==> src/rtl/infix_to_postfix.sv <==
// Infix-to-postfix front end for the expression calculator.
// ASCII characters arrive one per IN_STB/IN_RDY handshake and are converted
// with shunting-yard into operand and operator strobes for the calculator.
//
// state      | meaning
// -----------+-----------------------------------------------------------
// S_ACCEPT   | ready for a character; digits accumulate into acc_q
// S_EMIT_NUM | emit the accumulated operand, then dispatch the latched token
// S_POP_OP   | pop/emit operators of precedence >= the latched operator
// S_PUSH_OP  | push latched operator or '(' onto the stack
// S_CLOSE    | ')' : pop/emit until '(' and discard it
// S_DRAIN    | '=' : pop/emit everything left on the stack
// S_EMIT_END | end marker: both strobes with '=' and DONE
// S_FAULT    | sticky error, waits for RST
//
// Strobes are decoded in the same cycle as the emission decision so that a
// strobe is never high in a cycle where DS_BUSY is high. Output data shows
// the next-state value of the hold registers, so it is valid during the
// strobe and stays stable until the next one.
module infix_to_postfix #(
    parameter int DEPTH = 16,
    parameter int LVL_W = $clog2(DEPTH) + 1
) (
    input  logic             CLK,
    input  logic             RST,
    input  logic [7:0]       IN_CHAR,
    input  logic             IN_STB,
    output logic             IN_RDY,
    output logic [7:0]       INPUT_NUMBER,
    output logic             NUMBER_STB,
    output logic [7:0]       INPUT_SIGN,
    output logic             SIGN_STB,
    input  logic             DS_BUSY,
    output logic             DONE,
    output logic             ERR,
    output logic [LVL_W-1:0] OP_LEVEL
);

    localparam int IDX_W = $clog2(DEPTH);
    localparam logic [LVL_W-1:0] LVL_ONE  = LVL_W'(1);
    localparam logic [LVL_W-1:0] LVL_FULL = LVL_W'(DEPTH);

    localparam logic [7:0] C_PLUS  = 8'h2B;
    localparam logic [7:0] C_MINUS = 8'h2D;
    localparam logic [7:0] C_MUL   = 8'h2A;
    localparam logic [7:0] C_DIV   = 8'h2F;
    localparam logic [7:0] C_LP    = 8'h28;
    localparam logic [7:0] C_RP    = 8'h29;
    localparam logic [7:0] C_EQ    = 8'h3D;
    localparam logic [7:0] C_SP    = 8'h20;

    typedef enum logic [2:0] {
        S_ACCEPT, S_EMIT_NUM, S_POP_OP, S_PUSH_OP,
        S_CLOSE, S_DRAIN, S_EMIT_END, S_FAULT
    } state_e;

    function automatic logic is_op(input logic [7:0] c);
        return (c == C_PLUS) || (c == C_MINUS) || (c == C_MUL) || (c == C_DIV);
    endfunction

    function automatic logic [1:0] prec(input logic [7:0] c);
        return ((c == C_MUL) || (c == C_DIV)) ? 2'd2 : 2'd1;
    endfunction

    function automatic state_e dispatch(input logic [7:0] c);
        case (c)
            C_LP:    return S_PUSH_OP;
            C_RP:    return S_CLOSE;
            C_EQ:    return S_DRAIN;
            default: return S_POP_OP;
        endcase
    endfunction

    state_e           state_q, state_d;
    logic [7:0]       acc_q, acc_d;
    logic             have_num_q, have_num_d;
    logic [7:0]       tok_q, tok_d;
    logic [LVL_W-1:0] sp_q, sp_d;
    logic [7:0]       num_hold_q, num_hold_d;
    logic [7:0]       sign_hold_q, sign_hold_d;
    logic             stb_prev_q;
    logic [7:0]       stack_q [DEPTH];

    logic             push_we;
    logic             fire_num;
    logic             fire_sign;
    logic             can_emit;
    logic             is_digit;
    logic             is_tok;
    logic [7:0]       acc_next;
    logic [LVL_W-1:0] sp_m1;
    logic [7:0]       top_c;

    assign can_emit = !DS_BUSY && !stb_prev_q;
    assign is_digit = (IN_CHAR >= 8'h30) && (IN_CHAR <= 8'h39);
    assign is_tok   = is_op(IN_CHAR) || (IN_CHAR == C_LP) || (IN_CHAR == C_RP) || (IN_CHAR == C_EQ);
    // acc*10 + digit, truncated to 8 bits
    assign acc_next = {acc_q[4:0], 3'b000} + {acc_q[6:0], 1'b0} + {4'b0000, IN_CHAR[3:0]};
    assign sp_m1    = sp_q - LVL_ONE;
    assign top_c    = stack_q[sp_m1[IDX_W-1:0]];

    // Next-state, stack control and emission decisions
    always_comb begin
        state_d     = state_q;
        acc_d       = acc_q;
        have_num_d  = have_num_q;
        tok_d       = tok_q;
        sp_d        = sp_q;
        num_hold_d  = num_hold_q;
        sign_hold_d = sign_hold_q;
        push_we     = 1'b0;
        fire_num    = 1'b0;
        fire_sign   = 1'b0;
        case (state_q)
            S_ACCEPT: begin
                if (IN_STB) begin
                    if (is_digit) begin
                        acc_d      = acc_next;
                        have_num_d = 1'b1;
                    end else if (IN_CHAR == C_SP) begin
                        state_d = S_ACCEPT;
                    end else if (is_tok) begin
                        tok_d   = IN_CHAR;
                        state_d = have_num_q ? S_EMIT_NUM : dispatch(IN_CHAR);
                    end else begin
                        state_d = S_FAULT;
                    end
                end
            end
            S_EMIT_NUM: begin
                if (can_emit) begin
                    fire_num   = 1'b1;
                    num_hold_d = acc_q;
                    acc_d      = 8'd0;
                    have_num_d = 1'b0;
                    state_d    = dispatch(tok_q);
                end
            end
            S_POP_OP: begin
                if ((sp_q != '0) && is_op(top_c) && (prec(top_c) >= prec(tok_q))) begin
                    if (can_emit) begin
                        fire_sign   = 1'b1;
                        sign_hold_d = top_c;
                        sp_d        = sp_m1;
                    end
                end else begin
                    state_d = S_PUSH_OP;
                end
            end
            S_PUSH_OP: begin
                if (sp_q == LVL_FULL) begin
                    state_d = S_FAULT;
                end else begin
                    push_we = 1'b1;
                    sp_d    = sp_q + LVL_ONE;
                    state_d = S_ACCEPT;
                end
            end
            S_CLOSE: begin
                if (sp_q == '0) begin
                    state_d = S_FAULT;
                end else if (top_c == C_LP) begin
                    sp_d    = sp_m1;
                    state_d = S_ACCEPT;
                end else if (can_emit) begin
                    fire_sign   = 1'b1;
                    sign_hold_d = top_c;
                    sp_d        = sp_m1;
                end
            end
            S_DRAIN: begin
                if (sp_q == '0) begin
                    state_d = S_EMIT_END;
                end else if (top_c == C_LP) begin
                    state_d = S_FAULT;
                end else if (can_emit) begin
                    fire_sign   = 1'b1;
                    sign_hold_d = top_c;
                    sp_d        = sp_m1;
                end
            end
            S_EMIT_END: begin
                if (can_emit) begin
                    fire_num    = 1'b1;
                    fire_sign   = 1'b1;
                    num_hold_d  = 8'd0;
                    sign_hold_d = C_EQ;
                    state_d     = S_ACCEPT;
                end
            end
            S_FAULT: state_d = S_FAULT;
            default: state_d = S_FAULT;
        endcase
    end

    // State, datapath and operator stack registers
    always_ff @(posedge CLK or posedge RST) begin
        if (RST) begin
            state_q     <= S_ACCEPT;
            acc_q       <= 8'd0;
            have_num_q  <= 1'b0;
            tok_q       <= 8'd0;
            sp_q        <= '0;
            num_hold_q  <= 8'd0;
            sign_hold_q <= 8'd0;
            stb_prev_q  <= 1'b0;
            for (int i = 0; i < DEPTH; i++) stack_q[i] <= 8'd0;
        end else begin
            state_q     <= state_d;
            acc_q       <= acc_d;
            have_num_q  <= have_num_d;
            tok_q       <= tok_d;
            sp_q        <= sp_d;
            num_hold_q  <= num_hold_d;
            sign_hold_q <= sign_hold_d;
            stb_prev_q  <= fire_num || fire_sign;
            if (push_we) stack_q[sp_q[IDX_W-1:0]] <= tok_q;
        end
    end

    assign IN_RDY       = (state_q == S_ACCEPT) && !RST;
    assign NUMBER_STB   = fire_num;
    assign SIGN_STB     = fire_sign;
    assign DONE         = fire_num && fire_sign;
    assign INPUT_NUMBER = num_hold_d;
    assign INPUT_SIGN   = sign_hold_d;
    assign ERR          = (state_q == S_FAULT);
    assign OP_LEVEL     = sp_q;

endmodule

==> config.mk <==
export PLATFORM = sky130hd
export DESIGN_NAME = infix_to_postfix
export DESIGN_NICKNAME = d
export VERILOG_FILES = /design/src/rtl/infix_to_postfix.sv
export SDC_FILE = /design/constraint.sdc
export NUM_CORES = 1
export LEC_CHECK = 0
export CAP_MARGIN = 0
export CORE_UTILIZATION = 29
export DETAILED_ROUTE_END_ITERATION = 8
export HOLD_SLACK_MARGIN = 0.02
export RECOVER_POWER = 25
export SLEW_MARGIN = 10
export SYNTH_ARGS = -nofsm -noshare
export SYNTH_HDL_FRONTEND = slang
export SYNTH_SLANG_ARGS = --single-unit
==> constraint.sdc <==
create_clock -name CLK -period 7.9 [get_ports CLK]
set_clock_uncertainty 0.2 [all_clocks]
set_input_delay 1.58 -clock CLK [delete_from_list [all_inputs] [get_ports CLK]]
set_output_delay 1.58 -clock CLK [all_outputs]
set_load 0.02 [all_outputs]
; Word level (Yosys, flattened, before mapping)
; Index checks and enable logic that the tools add are counted.
[word_totals]
word_cells = 167
regBits = 170
in_bits = 12
[op_classes]
n_eq_ne = 39
magnitude_cmp = 6
add_sub_neg = 4
n_bitwise = 4
reduce_logical = 33
mux = 57
[op_table]
columns = operator, count
row1 = equality test 8 x 6 -> 1 bit (second input constant), 18
row2 = bitwise mux 128 bit, 1
row3 = two-way mux 8 bit, 13
row4 = two-way mux 3 bit, 13
row5 = two-way mux 5 bit, 7
row6 = binary-select mux 8 bit (select 4 bit), 1
row7 = demux 8 bit (select 4 bit), 1
row8 = one-hot mux 8 bit (2 select lines), 2
row9 = one-hot mux 3 bit (8 select lines), 1
row10 = one-hot mux 8 bit (3 select lines), 1
row11 = inequality test 2 bit (second input constant), 11
row12 = one-hot mux 5 bit (4 select lines), 1
row13 = one-hot mux 3 bit (3 select lines), 2
row14 = equality test 3 bit (second input constant), 4
row15 = logical OR 1 bit, 12
row16 = >= comparator 5 bit (second input constant), 2
row17 = two-way mux 1 bit, 10
row18 = NOT 4 -> 5 bit, 2
row19 = adder 8 x 4 -> 8 bit, 1
row20 = adder 8 bit, 1
row21 = >= comparator 8 x 6 -> 1 bit (second input constant), 1
row22 = <= comparator 8 x 6 -> 1 bit (second input constant), 1
row23 = logical AND 1 bit, 7
row24 = AND reduction 7 bit, 1
row25 = other kinds (22), 29

; Logic depth before layout (Yosys ltp)
[logic_depth]
word_depth = 14
depth_mapped = 16
depth_no_buf = 12

; Worst setup path before layout
; Ideal clock, no wire load.
[synth_path]
path_type = register to output
startpoint = register sp_q[0], in the netlist OP_LEVEL[0]
endpoint = output port INPUT_SIGN[0]
arrival_time_ns = 3.912
path_stages_with_launch = 15
slack_ns = 2.208
n_path_buf = 4
path_cell_list = dfrtp_1 buf_2 buf_2 inv_2 ha_1 buf_2 clkbuf_1 mux4_2 and3_1 a311o_1 a211oi_2 o21ai_2 nand3_1 nand2_1 a32oi_1
[synth_via]
elab_chain_cells = 13
word_cells_on_any_way = 25
[synth_rtl]
columns = item, line
row1 = start: declaration, 78  ; logic [LVL_W-1:0] sp_q, sp_d;
row2 = start signal: assignment, 213  ; sp_q <= sp_d;
row3 = "parallel branches: the longest is 12 deep, another holds subtractor 5 x 1 -> 5 bit", n/a
row4 = one-hot mux 8 bit (3 select lines) *, 114  ; case (state_q)
row5 = end: declaration, 31  ; output logic [7:0] INPUT_SIGN,
; Mark *: on every way between the ends. The select of a mux whose other input is x is not followed.

; Worst setup path after layout
[layout_path]
startpoint = register sp_q[1], in the netlist OP_LEVEL[1]
endpoint = output port INPUT_SIGN[0]
; Same word-level chain as after synthesis.

==> impl_metrics.json <==
{
  "setup_repair_after_global_routing_missed_its_margin": "no",
  "clock-root-buffer": "sky130_fd_sc_hd__clkbuf_16",
  "cts_tree": "built",
  "critical_path.slowest_cell": "sky130_fd_sc_hd__ha_1",
  "r2r_end": "sign_hold_q[1]",
  "layout_worst_path_cycle_share": 0.8663,
  "min_from": "acc_q[7]",
  "timing.hold.worst_path_depth": 2,
  "cp_slowest_stage_delay_ns": 0.83,
  "design.die.area_um2": 31340,
  "vdd.ir_drop.worst_uv": 153.2,
  "synthAdderAreaFrac": 0.02563,
  "synth_nets": 777,
  "syn-cell-area_um2": 8884,
  "timing_hold_violations_final": 0,
  "timing.reg2reg.worst_path_depth": 11,
  "ant_nets": 0,
  "nFillCells": 2935,
  "cts.reportedPaths.clkPinSlew_ns": 0.08,
  "post-cts-setup-buffers": 0,
  "drcViolationCount": 0,
  "place.port_buffers": 37,
  "setup_viol_count_final": 0,
  "worst-slew-pin-transition_ns": 3.970,
  "asyncSetResetFlopFracSynth": 1.000,
  "leading_cell_type_in_the_layout_fill_and_taps_excluded": "sky130_fd_sc_hd__dfrtp_1",
  "worst-r2r-setup-slack_ns": 3.57,
  "critPathKind": "register to output pin",
  "synthSimpleGateAreaFrac": 0.1107,
  "layout_common_cells": "sky130_fd_sc_hd__dfrtp_1, sky130_fd_sc_hd__mux2_2, sky130_fd_sc_hd__nand2_1",
  "synth_seq_cells": 170,
  "remaining_global_route_overflow": 0,
  "cp_data_arrival_time_ns": 5.06,
  "power_per_cell_area_nw_per_um2": 371.3,
  "synth-edff-count": 0,
  "first_global_vias": 6032,
  "htree_levels": 4,
  "cts-hold-fix-buffers": 0,
  "vias": 5973,
  "layout-drive-gt1-share": 0.2766,
  "avgViaCountPerCell": 5.101,
  "hpwlAfterDp_um": 14540,
  "post-route-worst-setup-slack_ns": 1.056,
  "gpl.final_weighted_congestion": 0.8546,
  "slew_violations": 90,
  "routed_wirelength_um": 21340,
  "synth.mux.area_fraction": 0.2406,
  "finalCriticalPeriod_ns": 6.844,
  "synthesis.area_per_instance_um2": 11.88,
  "yosys_warnings": 0,
  "largest_family_of_logic_cells_by_synthesized_area": "multiplexers",
  "highest_achievable_clock_rate_mhz": 146.1,
  "failed_checks": "max-capacitance violations, max-slew violations",
  "antenna-diode-count": 0,
  "outcome": "complete, but fails checks",
  "first_pass_grt_wire_length_um": 34560,
  "start_util": 0.2974,
  "fin_nets": 797,
  "die_width_um": 177.0,
  "avgRoutedWirePerCell_um": 18.22,
  "floorplan.io_pins": 38,
  "synth_compound_area_frac": 0.09423,
  "grt_start_max_net_pins": 90,
  "synthXorXnorAreaFrac": 0.01549,
  "number_of_antenna_violations_at_the_first_check_in_global_routing": 0,
  "drtPass1Iterations": 6,
  "reg2reg_from": "OP_LEVEL[1]",
  "crit_path_max_fanout": 20,
  "row_count": 63,
  "synth-main-ff-cell": "sky130_fd_sc_hd__dfrtp_1",
  "grt_util_all_layers": 0.1454,
  "setup.worst_path.end_class": "output pin",
  "clock_sinks": 170,
  "clk_latency_ns": 0.43,
  "min-delay-path-class": "register to register",
  "number_of_distinct_library_cells_after_synthesis": 81,
  "detailedRoute.firstIterationViolations": 528,
  "tritoncts.num_buffers": 17,
  "syn-instance-count": 748,
  "timing.setup.tns_ns": 0,
  "hold-path-endpoint": "acc_q[7]",
  "area.growth.synth_to_final_pct": 15.13,
  "power.leakage_nw": 4.700,
  "crit_required_ns": 6.12,
  "path_cells": "inv_1 -> ha_1 -> buf_4 -> mux4_2 -> and3_1 -> a311o_1 -> a211oi_2 -> o21ai_2 -> nand3_1 -> nand2_1 -> a32oi_1 -> clkdlybuf4s50_1",
  "start_kind": "register",
  "timing.max_cap.violations": 1,
  "core-area_um2": 29870,
  "clk_buf_depth": 2,
  "cts_resized": 0,
  "dpl_worst_slack_ns": 1.466,
  "dieHeight_um": 177.0,
  "yosysSeqAreaShare": 0.4789,
  "max-slew-margin-rel": -1.661
}
-- flip-flops by register name, summed over array words and instances (netlist names), 3 cells and up --
register,flops
stack_q,128
sign_hold_q,8
tok_q,8
state_q,3
OP_LEVEL,5
acc_q,8
num_hold_q,8
-- how the worst max path moves through the flow --
stage	startpoint	endpoint	slack, ns	cells past startpoint
after floorplan	RST	OP_LEVEL[0]	1.52	1
after global placement	OP_LEVEL[1]	INPUT_SIGN[0]	1.62	12
after detailed placement	OP_LEVEL[1]	INPUT_SIGN[0]	1.47	12
after CTS	OP_LEVEL[1]	INPUT_SIGN[0]	0.99	12
after global routing	OP_LEVEL[1]	INPUT_SIGN[0]	0.72	12
final	OP_LEVEL[1]	INPUT_SIGN[0]	1.06	12
-- metal layers --
metal | routed length [um] | track usage
met2 | 9892 | 0.2290
met5 | 0 | 0
met1 | 10170 | 0.1992
met3 | 927 | 0.03050
met4 | 345 | 0.04454
-- power by group --
part	switching, mW	internal [mW]	leakage, nW
logic	0.971	0.719	2.08
registers	0.209	1.05	2.32
clock network	0.419	0.433	0.297
-- through the flow --
step	area, um2	instances	hold WS (ns)	utilization	power (mW)
final	10230	1171	0.2863	0.3423	3.797
after global routing	10230	1171	0.3167	0.3423	4.032
after detailed placement	9603	1139	0.2749	0.3214	2.956
after CTS	10230	1171	0.2924	0.3425	3.820
after floorplan	8884	748	0.2489	-	2.471
after global placement	9603	1139	0.2706	0.3214	2.938
-- worst max-delay path: cells and delay by family (launching register included) --
family / cells / cell delay (ns)
fa+ha+maj: 1 / 0.83
simple gates: 3 / 0.57
mux: 1 / 0.33
compound gates: 4 / 1.14
buf+inv: 3 / 1.22
flops: 1 / 0.53
-- cells in the mapped netlist, types with 5 or more instances --
master                     number  share of area
sky130_fd_sc_hd__a21o_1         5         0.0042
sky130_fd_sc_hd__a21oi_1       17         0.0096
sky130_fd_sc_hd__a22o_1         9         0.0089
sky130_fd_sc_hd__a31oi_1        8         0.0056
sky130_fd_sc_hd__a32oi_1        5         0.0049
sky130_fd_sc_hd__and2_1        10         0.0070
sky130_fd_sc_hd__clkbuf_1      31          0.013
sky130_fd_sc_hd__dfrtp_1      170           0.48
sky130_fd_sc_hd__ha_1          15          0.021
sky130_fd_sc_hd__inv_1         23         0.0097
sky130_fd_sc_hd__mux2_2       128           0.16
sky130_fd_sc_hd__mux2i_1       11          0.012
sky130_fd_sc_hd__mux4_2        20          0.051
sky130_fd_sc_hd__nand2_1       92          0.039
sky130_fd_sc_hd__nand3_1       27          0.015
sky130_fd_sc_hd__nand4_1        8         0.0056
sky130_fd_sc_hd__nor2_1        30          0.013
sky130_fd_sc_hd__nor3b_1        6         0.0051
sky130_fd_sc_hd__o211ai_1       5         0.0042
sky130_fd_sc_hd__o21ai_0       20          0.011
sky130_fd_sc_hd__o31ai_1        7         0.0059
sky130_fd_sc_hd__xnor2_1        8         0.0079
-- kinds of logic after synthesis --
| group | count (synthesis) |
|---|---|
| DFF | 170 |
| adders and majority gates | 17 |
| muxes | 165 |
| buffers and inverters | 69 |
| and+or+nand+nor | 201 |
| AOI/OAI and AO/OA | 112 |
| xor gates and xnor gates | 14 |
-- cell type report --
cell class | count | area [um2] | area share
clock inverters | 15 | 202.7 | 0.01982
inverters | 26 | 100.1 | 0.009787
flip-flops and latches | 170 | 4254 | 0.4160
well taps | 390 | 488.0 | 0.04771
repair buffers | 44 | 422.9 | 0.04135
multi-input cells | 509 | 4334 | 0.4238
clock buffers | 17 | 425.4 | 0.04160
No activity file was read; power rests on OpenSTA's default activity.
